==> src/rtl/dsp48a1_slice_if.sv <==
// Operand/result bundle for the DSP48A1-style slice, including clock enables.
// master drives operands, controls and enables; slave is the slice itself.
// Ports: a/b/d/bcin 18b, c/pcin 48b, carryin, opmode 8b, ce_* in; bcout, m, p, pcout, carryout(f) out.
interface dsp48a1_slice_if;
  logic [17:0] a;
  logic [17:0] b;
  logic [17:0] d;
  logic [17:0] bcin;
  logic [47:0] c;
  logic [47:0] pcin;
  logic        carryin;
  logic [7:0]  opmode;
  logic        ce_a;
  logic        ce_b;
  logic        ce_c;
  logic        ce_d;
  logic        ce_m;
  logic        ce_p;
  logic        ce_carryin;
  logic        ce_opmode;
  logic [17:0] bcout;
  logic [35:0] m;
  logic [47:0] p;
  logic [47:0] pcout;
  logic        carryout;
  logic        carryoutf;

  modport master (
    output a, b, d, bcin, c, pcin, carryin, opmode,
    output ce_a, ce_b, ce_c, ce_d, ce_m, ce_p, ce_carryin, ce_opmode,
    input  bcout, m, p, pcout, carryout, carryoutf
  );

  modport slave (
    input  a, b, d, bcin, c, pcin, carryin, opmode,
    input  ce_a, ce_b, ce_c, ce_d, ce_m, ce_p, ce_carryin, ce_opmode,
    output bcout, m, p, pcout, carryout, carryoutf
  );
endinterface

==> src/rtl/dsp48a1_slice.sv <==
// Spartan-6 DSP48A1-style slice: 18b pre-adder, 18x18 unsigned multiplier, 48b post-adder.
// Ports: clk_i, per-group sync active-high resets rst_*_i, and a dsp48a1_slice_if slave bundle.
// Latency (defaults): BCOUT 2, M 3, P via M 4, P via D:A:B/C/PCIN 3. No backpressure.
// Optional feature macro DSP_BCIN_CASCADE_EN: when defined, B_INPUT="CASCADE" feeds BCIN into B0;
// when undefined BCIN is ignored and B is always taken directly.

// Optional pipeline register: sync reset beats clock enable; EN=0 turns it into a wire.
module dsp48a1_reg #(
  parameter int unsigned W  = 18,
  parameter bit          EN = 1'b1
) (
  input  logic         clk_i,
  input  logic         rst_i,
  input  logic         ce_i,
  input  logic [W-1:0] d_i,
  output logic [W-1:0] q_o
);
  generate
    if (EN) begin : g_reg
      logic [W-1:0] q_q;
      always_ff @(posedge clk_i) begin
        if (rst_i)     q_q <= '0;
        else if (ce_i) q_q <= d_i;
      end
      assign q_o = q_q;
    end else begin : g_wire
      logic unused_ctl;
      assign unused_ctl = &{1'b0, clk_i, rst_i, ce_i};
      assign q_o = d_i;
    end
  endgenerate
endmodule

module dsp48a1_slice #(
  parameter int unsigned A0REG       = 0,
  parameter int unsigned A1REG       = 1,
  parameter int unsigned B0REG       = 0,
  parameter int unsigned B1REG       = 1,
  parameter int unsigned CREG        = 1,
  parameter int unsigned DREG        = 1,
  parameter int unsigned MREG        = 1,
  parameter int unsigned PREG        = 1,
  parameter int unsigned CARRYINREG  = 1,
  parameter int unsigned CARRYOUTREG = 1,
  parameter int unsigned OPMODEREG   = 1,
  parameter string       CARRYINSEL  = "OPMODE5",
  parameter string       B_INPUT     = "DIRECT"
) (
  input logic              clk_i,
  input logic              rst_a_i,
  input logic              rst_b_i,
  input logic              rst_m_i,
  input logic              rst_p_i,
  input logic              rst_c_i,
  input logic              rst_d_i,
  input logic              rst_carryin_i,
  input logic              rst_opmode_i,
  dsp48a1_slice_if.slave   bus
);
  logic [7:0]  op_q;
  logic [17:0] b_src;
  logic [17:0] a0_q, a1_q, b0_q, b1_q, b1_d, d_q, pre_sum;
  logic [47:0] c_q, x_mux, z_mux;
  logic [35:0] m_d, m_q;
  logic        cyi_d, cyi_q;
  logic [48:0] post_d, x_ext, z_ext, cin_ext;
  logic [47:0] p_q;
  logic        cyo_q;

`ifdef DSP_BCIN_CASCADE_EN
  assign b_src = (B_INPUT == "CASCADE") ? bus.bcin : bus.b;
`else
  logic unused_bcin;
  assign unused_bcin = &{1'b0, bus.bcin, (B_INPUT == "CASCADE")};
  assign b_src = bus.b;
`endif

  dsp48a1_reg #(.W(8), .EN(OPMODEREG != 0)) u_opmode (
    .clk_i(clk_i), .rst_i(rst_opmode_i), .ce_i(bus.ce_opmode), .d_i(bus.opmode), .q_o(op_q));

  dsp48a1_reg #(.W(18), .EN(A0REG != 0)) u_a0 (
    .clk_i(clk_i), .rst_i(rst_a_i), .ce_i(bus.ce_a), .d_i(bus.a), .q_o(a0_q));
  dsp48a1_reg #(.W(18), .EN(A1REG != 0)) u_a1 (
    .clk_i(clk_i), .rst_i(rst_a_i), .ce_i(bus.ce_a), .d_i(a0_q), .q_o(a1_q));

  dsp48a1_reg #(.W(18), .EN(B0REG != 0)) u_b0 (
    .clk_i(clk_i), .rst_i(rst_b_i), .ce_i(bus.ce_b), .d_i(b_src), .q_o(b0_q));

  dsp48a1_reg #(.W(18), .EN(DREG != 0)) u_d (
    .clk_i(clk_i), .rst_i(rst_d_i), .ce_i(bus.ce_d), .d_i(bus.d), .q_o(d_q));

  // Pre-adder wraps modulo 2^18; op[6] picks D-B0 over D+B0.
  assign pre_sum = op_q[6] ? (d_q - b0_q) : (d_q + b0_q);
  assign b1_d    = op_q[4] ? pre_sum : b0_q;

  dsp48a1_reg #(.W(18), .EN(B1REG != 0)) u_b1 (
    .clk_i(clk_i), .rst_i(rst_b_i), .ce_i(bus.ce_b), .d_i(b1_d), .q_o(b1_q));

  dsp48a1_reg #(.W(48), .EN(CREG != 0)) u_c (
    .clk_i(clk_i), .rst_i(rst_c_i), .ce_i(bus.ce_c), .d_i(bus.c), .q_o(c_q));

  assign m_d = {18'd0, a1_q} * {18'd0, b1_q};

  dsp48a1_reg #(.W(36), .EN(MREG != 0)) u_m (
    .clk_i(clk_i), .rst_i(rst_m_i), .ce_i(bus.ce_m), .d_i(m_d), .q_o(m_q));

  always_comb begin
    x_mux = '0;
    case (op_q[1:0])
      2'd0:    x_mux = '0;
      2'd1:    x_mux = {12'd0, m_q};
      2'd2:    x_mux = p_q;
      default: x_mux = {d_q[11:0], a1_q, b1_q};
    endcase
  end

  always_comb begin
    z_mux = '0;
    case (op_q[3:2])
      2'd0:    z_mux = '0;
      2'd1:    z_mux = bus.pcin;
      2'd2:    z_mux = p_q;
      default: z_mux = c_q;
    endcase
  end

  assign cyi_d = (CARRYINSEL == "CARRYIN") ? bus.carryin : op_q[5];

  dsp48a1_reg #(.W(1), .EN(CARRYINREG != 0)) u_cyi (
    .clk_i(clk_i), .rst_i(rst_carryin_i), .ce_i(bus.ce_carryin), .d_i(cyi_d), .q_o(cyi_q));

  // 49-bit post-adder: bit 48 is carry on add and borrow on subtract,
  // since X+CIN never exceeds 2^48 the subtract's top bit flags underflow.
  assign x_ext   = {1'b0, x_mux};
  assign z_ext   = {1'b0, z_mux};
  assign cin_ext = {48'd0, cyi_q};
  assign post_d  = op_q[7] ? (z_ext - (x_ext + cin_ext)) : (z_ext + x_ext + cin_ext);

  dsp48a1_reg #(.W(48), .EN(PREG != 0)) u_p (
    .clk_i(clk_i), .rst_i(rst_p_i), .ce_i(bus.ce_p), .d_i(post_d[47:0]), .q_o(p_q));

  dsp48a1_reg #(.W(1), .EN(CARRYOUTREG != 0)) u_cyo (
    .clk_i(clk_i), .rst_i(rst_carryin_i), .ce_i(bus.ce_carryin), .d_i(post_d[48]), .q_o(cyo_q));

  assign bus.bcout     = b1_q;
  assign bus.m         = m_q;
  assign bus.p         = p_q;
  assign bus.pcout     = p_q;
  assign bus.carryout  = cyo_q;
  assign bus.carryoutf = cyo_q;
endmodule

==> src/flat_wrapper.sv <==
// flat-port wrapper written by rule: the top's interface ports become plain ports
module dsp48a1_slice_flat 
#(
  parameter int unsigned A0REG       = 0,
  parameter int unsigned A1REG       = 1,
  parameter int unsigned B0REG       = 0,
  parameter int unsigned B1REG       = 1,
  parameter int unsigned CREG        = 1,
  parameter int unsigned DREG        = 1,
  parameter int unsigned MREG        = 1,
  parameter int unsigned PREG        = 1,
  parameter int unsigned CARRYINREG  = 1,
  parameter int unsigned CARRYOUTREG = 1,
  parameter int unsigned OPMODEREG   = 1,
  parameter string       CARRYINSEL  = "       ",
  parameter string       B_INPUT     = "      "
)
  (clk_i, rst_a_i, rst_b_i, rst_m_i, rst_p_i, rst_c_i, rst_d_i, rst_carryin_i, rst_opmode_i, bus_a, bus_b, bus_d, bus_bcin, bus_c, bus_pcin, bus_carryin, bus_opmode, bus_ce_a, bus_ce_b, bus_ce_c, bus_ce_d, bus_ce_m, bus_ce_p, bus_ce_carryin, bus_ce_opmode, bus_bcout, bus_m, bus_p, bus_pcout, bus_carryout, bus_carryoutf);
  dsp48a1_slice_if bus_i ();
  input logic clk_i;
  input logic rst_a_i;
  input logic rst_b_i;
  input logic rst_m_i;
  input logic rst_p_i;
  input logic rst_c_i;
  input logic rst_d_i;
  input logic rst_carryin_i;
  input logic rst_opmode_i;
  input wire logic [$bits(bus_i.a)-1:0] bus_a;
  input wire logic [$bits(bus_i.b)-1:0] bus_b;
  input wire logic [$bits(bus_i.d)-1:0] bus_d;
  input wire logic [$bits(bus_i.bcin)-1:0] bus_bcin;
  input wire logic [$bits(bus_i.c)-1:0] bus_c;
  input wire logic [$bits(bus_i.pcin)-1:0] bus_pcin;
  input wire logic [$bits(bus_i.carryin)-1:0] bus_carryin;
  input wire logic [$bits(bus_i.opmode)-1:0] bus_opmode;
  input wire logic [$bits(bus_i.ce_a)-1:0] bus_ce_a;
  input wire logic [$bits(bus_i.ce_b)-1:0] bus_ce_b;
  input wire logic [$bits(bus_i.ce_c)-1:0] bus_ce_c;
  input wire logic [$bits(bus_i.ce_d)-1:0] bus_ce_d;
  input wire logic [$bits(bus_i.ce_m)-1:0] bus_ce_m;
  input wire logic [$bits(bus_i.ce_p)-1:0] bus_ce_p;
  input wire logic [$bits(bus_i.ce_carryin)-1:0] bus_ce_carryin;
  input wire logic [$bits(bus_i.ce_opmode)-1:0] bus_ce_opmode;
  output wire logic [$bits(bus_i.bcout)-1:0] bus_bcout;
  output wire logic [$bits(bus_i.m)-1:0] bus_m;
  output wire logic [$bits(bus_i.p)-1:0] bus_p;
  output wire logic [$bits(bus_i.pcout)-1:0] bus_pcout;
  output wire logic [$bits(bus_i.carryout)-1:0] bus_carryout;
  output wire logic [$bits(bus_i.carryoutf)-1:0] bus_carryoutf;
  assign bus_i.a = bus_a;
  assign bus_i.b = bus_b;
  assign bus_i.d = bus_d;
  assign bus_i.bcin = bus_bcin;
  assign bus_i.c = bus_c;
  assign bus_i.pcin = bus_pcin;
  assign bus_i.carryin = bus_carryin;
  assign bus_i.opmode = bus_opmode;
  assign bus_i.ce_a = bus_ce_a;
  assign bus_i.ce_b = bus_ce_b;
  assign bus_i.ce_c = bus_ce_c;
  assign bus_i.ce_d = bus_ce_d;
  assign bus_i.ce_m = bus_ce_m;
  assign bus_i.ce_p = bus_ce_p;
  assign bus_i.ce_carryin = bus_ce_carryin;
  assign bus_i.ce_opmode = bus_ce_opmode;
  assign bus_bcout = bus_i.bcout;
  assign bus_m = bus_i.m;
  assign bus_p = bus_i.p;
  assign bus_pcout = bus_i.pcout;
  assign bus_carryout = bus_i.carryout;
  assign bus_carryoutf = bus_i.carryoutf;
  dsp48a1_slice #(.A0REG(A0REG), .A1REG(A1REG), .B0REG(B0REG), .B1REG(B1REG), .CREG(CREG), .DREG(DREG), .MREG(MREG), .PREG(PREG), .CARRYINREG(CARRYINREG), .CARRYOUTREG(CARRYOUTREG), .OPMODEREG(OPMODEREG), .CARRYINSEL(CARRYINSEL), .B_INPUT(B_INPUT)) u_core (.clk_i(clk_i), .rst_a_i(rst_a_i), .rst_b_i(rst_b_i), .rst_m_i(rst_m_i), .rst_p_i(rst_p_i), .rst_c_i(rst_c_i), .rst_d_i(rst_d_i), .rst_carryin_i(rst_carryin_i), .rst_opmode_i(rst_opmode_i), .bus(bus_i));
endmodule
==> config.mk <==
export PLATFORM = sky130hd
export DESIGN_NAME = dsp48a1_slice_flat
export DESIGN_NICKNAME = d
export VERILOG_FILES = /design/src/rtl/dsp48a1_slice_if.sv /design/src/rtl/dsp48a1_slice.sv /design/src/flat_wrapper.sv
export SDC_FILE = /design/constraint.sdc
export NUM_CORES = 2
export LEC_CHECK = 0
export ABC_CLOCK_PERIOD_IN_PS = 11700
export BUFFER_PORTS_ARGS = -buffer_cell sky130_fd_sc_hd__buf_2
export CAP_MARGIN = 5
export CORE_MARGIN = 2
export CORE_UTILIZATION = 53
export CTS_BUF_LIST = sky130_fd_sc_hd__clkbuf_4
export CTS_CLUSTER_DIAMETER = 80
export DETAILED_ROUTE_END_ITERATION = 8
export PLACE_DENSITY_LB_ADDON = 0.1
export SLEW_MARGIN = 0
export SYNTH_ARGS = -nofsm -noshare
export SYNTH_HDL_FRONTEND = slang
export SYNTH_SLANG_ARGS = --single-unit
==> constraint.sdc <==
create_clock -name clk_i -period 11.7 [get_ports clk_i]
set_clock_uncertainty 0.15 [all_clocks]
set_input_delay 2.34 -clock clk_i [delete_from_list [all_inputs] [get_ports clk_i]]
set_output_delay 2.34 -clock clk_i [all_outputs]
set_load 0.1 [all_outputs]
==> metrics.md <==
| Metric | Value |
|---|---|
| Largest family of logic cells by synthesized area | adder cells |
| Simple-gate area share of the yosys netlist | 16.7% |
| Crit path buffers/inverters | 3 |
| Met3 WL | 6.59 mm |
| Power per cell area | 103 nW/um^2 |
| Yosys cell types | 98 |
| Chip Width | 234 um |
| Flops & latches, synth | 196 |
| Drt drc | 0 |
| # H-tree levels | 4 |
| Critical Path Source Type | flip-flop |
| Slew Limit Fails | 0 |
| Postcts setup bufs | 0 |
| Worst-margin pin slew | 1.23 ns |
| DR top layer | met5 |
| Critical path peak fanout | 21 |
| CP peak stage delay | 1.16 ns |
| Hold WC Path Type | reg -> reg |
| Crit path DAT | 7.92 ns |
| XOR/XNOR Fraction of Synth Area | 4.19% |
| Avg Cell Area, Syn | 8.31 um^2 |
| Antenna violations before repair | 7 |
| Sink Count | 196 |
| Total Routing Usage GR | 33.8% |
| # setup viols final | 0 |
| Via-to-Cell Ratio | 5.87 |
| Most frequent cells in the layout | 415 x inv_1, 325 x buf_2, 299 x nor2_1, 285 x nand2_1, 267 x ha_1 |
| Crit-path cells | nand2_1 > fa_1 > inv_1 > fa_1 > fa_1 > fa_1 > fa_1 > inv_1 > fa_1 > inv_1 > ha_1 > and3_1 > nand4_1 > or3b_2 > a311oi_1 > nor2_1 > nand2_1 > nand4_1 > mux2i_1 > o21ai_0 |
| Leak | 14.7 nW |
| Fraction of final layout cells sized beyond drive strength 1 | 14.8% |
| Synthesized netlist cell count | 3370 |
| Avg WL per Cell | 21.7 um |
| RSZ-0062 raised after global routing | no |
| Total number of vias | 24700 |
| Fmax | 136 MHz |
| Synth Area in Adders | 30.6% |
| Mapped cell area | 28000 um^2 |
| CTS resizes | 0 |
| IO Pins | 346 |
| Status | finished clean |
| Row Count | 84 |
| Die Ht | 234 um |
| Ranking of synthesized cells by area | fa_1 19%, dfxtp_1 14%, ha_1 12% |
| Hold WS | 0.365 ns |
| Remaining Overflow, GRT | 0 |
| DR pass1 iterations | 5 |
| Period utilisation layout | 63.0% |
| Clock latency on the worst-skew pair | 0.83 ns |
| CTS root buffer | clkbuf_4 |
| Clock Path Buffers | 2 |
| Most common cell after layout, fill and taps aside | inv_1 |
| Top delay family on crit path | adder cells |
| Post-synth EDFFs | 0 |
| Vias in the first global route | 25000 |
| Setup CP Type | reg -> reg |
| Area fraction of the dominant cell type after synthesis | 18.7% |
| Area leader, netlist | fa_1 |
| First-pass GRT wire length | 141 mm |
| Final Hold Viols | 0 |
| Compound-Gate Fraction of Synth Area | 15.9% |
| Worst VDD drop | 96.2 uV |
| Core ar. | 52400 um^2 |
| CTS Hold Bufs | 0 |
| GPL Wtd Cong | 0.933 |
| Seq/Total Area, Yosys | 14.0% |
| DP HPWL | 71.3 mm |
| Post-synthesis mux area share | 8.75% |
| CP most frequent cell | fa_1 |
| Initial Util | 53.4% |
| CP max-delay cell | dfxtp_1 |
| Ys Warns | 0 |
| Synth async-reset ratio | 0% |
| Number of input and output port buffers inserted | 326 |
| Starting DRT DRC Count | 1749 |
| Post-Route WL | 91.2 mm |
| CTS clk-pin slew, worst paths | 0.22 ns |
| CTS Buf Count | 17 |
| Die area | 54700 um^2 |
| CTS tree | built |
| Worst Path Required | 12.25 ns |
| Net count after synthesis | 4092 |
| Wire length on met1 | 37.5 mm |
| Max Cap Violations | 0 |
| Setup TNS | 0 ns |
| Worst setup EP type | flip-flop |
| Final Cell Area | 29800 um^2 |
| Post-DP Area | 29500 um^2 |
| Area growth syn-to-layout | 6.41% |
| Routed Antenna Nets | 0 |
| Rel. slew slack | 18.0% |
| Min Tclk post-route | 7.37 ns |
| Ys flop type | dfxtp_1 |
| Met2 wire length | 43.4 mm |
| Largest net degree at the start of global routing | 71 |
| NumNets Final | 4214 |
-- final timing paths --
| kind | from | endpoint | slack [ns] | cells past startpoint |
|---|---|---|---|---|
| worst max-delay path | u_core.u_b1.q_o[6]$_SDFFE_PP0P_ | u_core.u_m.q_o[35]$_SDFFE_PP0P_ | 4.33 | 20 |
| worst min-delay path | u_core.u_m.q_o[0]$_SDFFE_PP0P_ | u_core.u_m.q_o[0]$_SDFFE_PP0P_ | 0.37 | 2 |
| worst max register to register | u_core.u_b1.q_o[6]$_SDFFE_PP0P_ | u_core.u_m.q_o[35]$_SDFFE_PP0P_ | 4.33 | 20 |
| worst min register to register | u_core.u_m.q_o[0]$_SDFFE_PP0P_ | u_core.u_m.q_o[0]$_SDFFE_PP0P_ | 0.37 | 2 |
-- flip-flops by register name (all words and copies together) (netlist names) --
| register | cells |
|---|---|
| u_core.u_a1.q_o | 18 |
| u_core.u_b1.q_o | 18 |
| u_core.u_c.q_o | 48 |
| u_core.u_cyi.q_o | 1 |
| u_core.u_cyo.q_o | 1 |
| u_core.u_d.q_o | 18 |
| u_core.u_m.q_o | 36 |
| u_core.u_opmode.q_o | 8 |
| u_core.u_p.q_o | 48 |
-- layer usage --
metal  track usage, %  up-vias
li1                 -    11400
met1             42.4    12100
met2             57.7      978
met3             5.58      172
met4             14.2        2
met5            0.179        -
-- tightest hold or removal path, delay by kind of cell, from the launching register on --
kind | cells | cell delay, ns
flops | 1 | 0.38
simple gates | 1 | 0.07
compound gates | 1 | 0.05
-- area by class of cell --
cell class	instances	area (um^2)
Fill cell	4932	22700
Multi-Input combinational cell	2512	21300
Sequential cell	196	3930
Timing Repair Buffer	350	1810
Inverter	415	1560
Tap cell	688	861
Clock inverter	14	156
Clock buffer	18	135
Antenna cell	8	20.0
-- report_power, final --
part / internal [mW] / switching (mW) / total [mW]
registers: 0.726 / 0.123 / 0.848
clock network: 0.100 / 0.314 / 0.415
logic: 0.603 / 1.21 / 1.81
total: 1.43 / 1.65 / 3.08
-- cells in the mapped netlist, types with 12 or more instances --
cell type  number
and2_1        148
and3_1         21
a31oi_1        26
a21o_1         73
a211oi_1       52
a22o_1         84
buf_1          30
inv_1         415
xor2_1         55
clkbuf_1      147
or3_1          12
fa_1          261
xnor2_1        79
nand2b_1       22
mux2i_1       149
o21a_1         24
o21ai_0        83
buf_4          54
mux2_2         84
o21bai_1       19
o211ai_1       17
nand4_1        14
nor2_1        299
dfxtp_1       196
nand2_1       285
nor3_1         49
ha_1          267
nand3_1        38
a21oi_1       154
nor2b_1        36
-- metrics by stage --
step / std cells / setup WS, ns / power, mW / utilization (%)
after floorplan: 3370 / 4.62 / 2.23 / -
after global placement: 4161 / 4.65 / 2.63 / 56.2
after detailed placement: 4161 / 4.44 / 2.65 / 56.2
after CTS: 4193 / 4.41 / 3.08 / 56.8
after global routing: 4199 / 3.97 / 3.27 / 56.8
final: 4201 / 4.33 / 3.08 / 56.8
-- cells by family after synthesis --
group,count (synthesis)
AND/OR/NAND/NOR,978
buffers and inverters,662
AO/OA/AOI/OAI,638
adder cells (fa/ha/maj),528
multiplexers,234
flip-flops,196
XOR/XNOR,134
(Power assumes the default switching activity.)
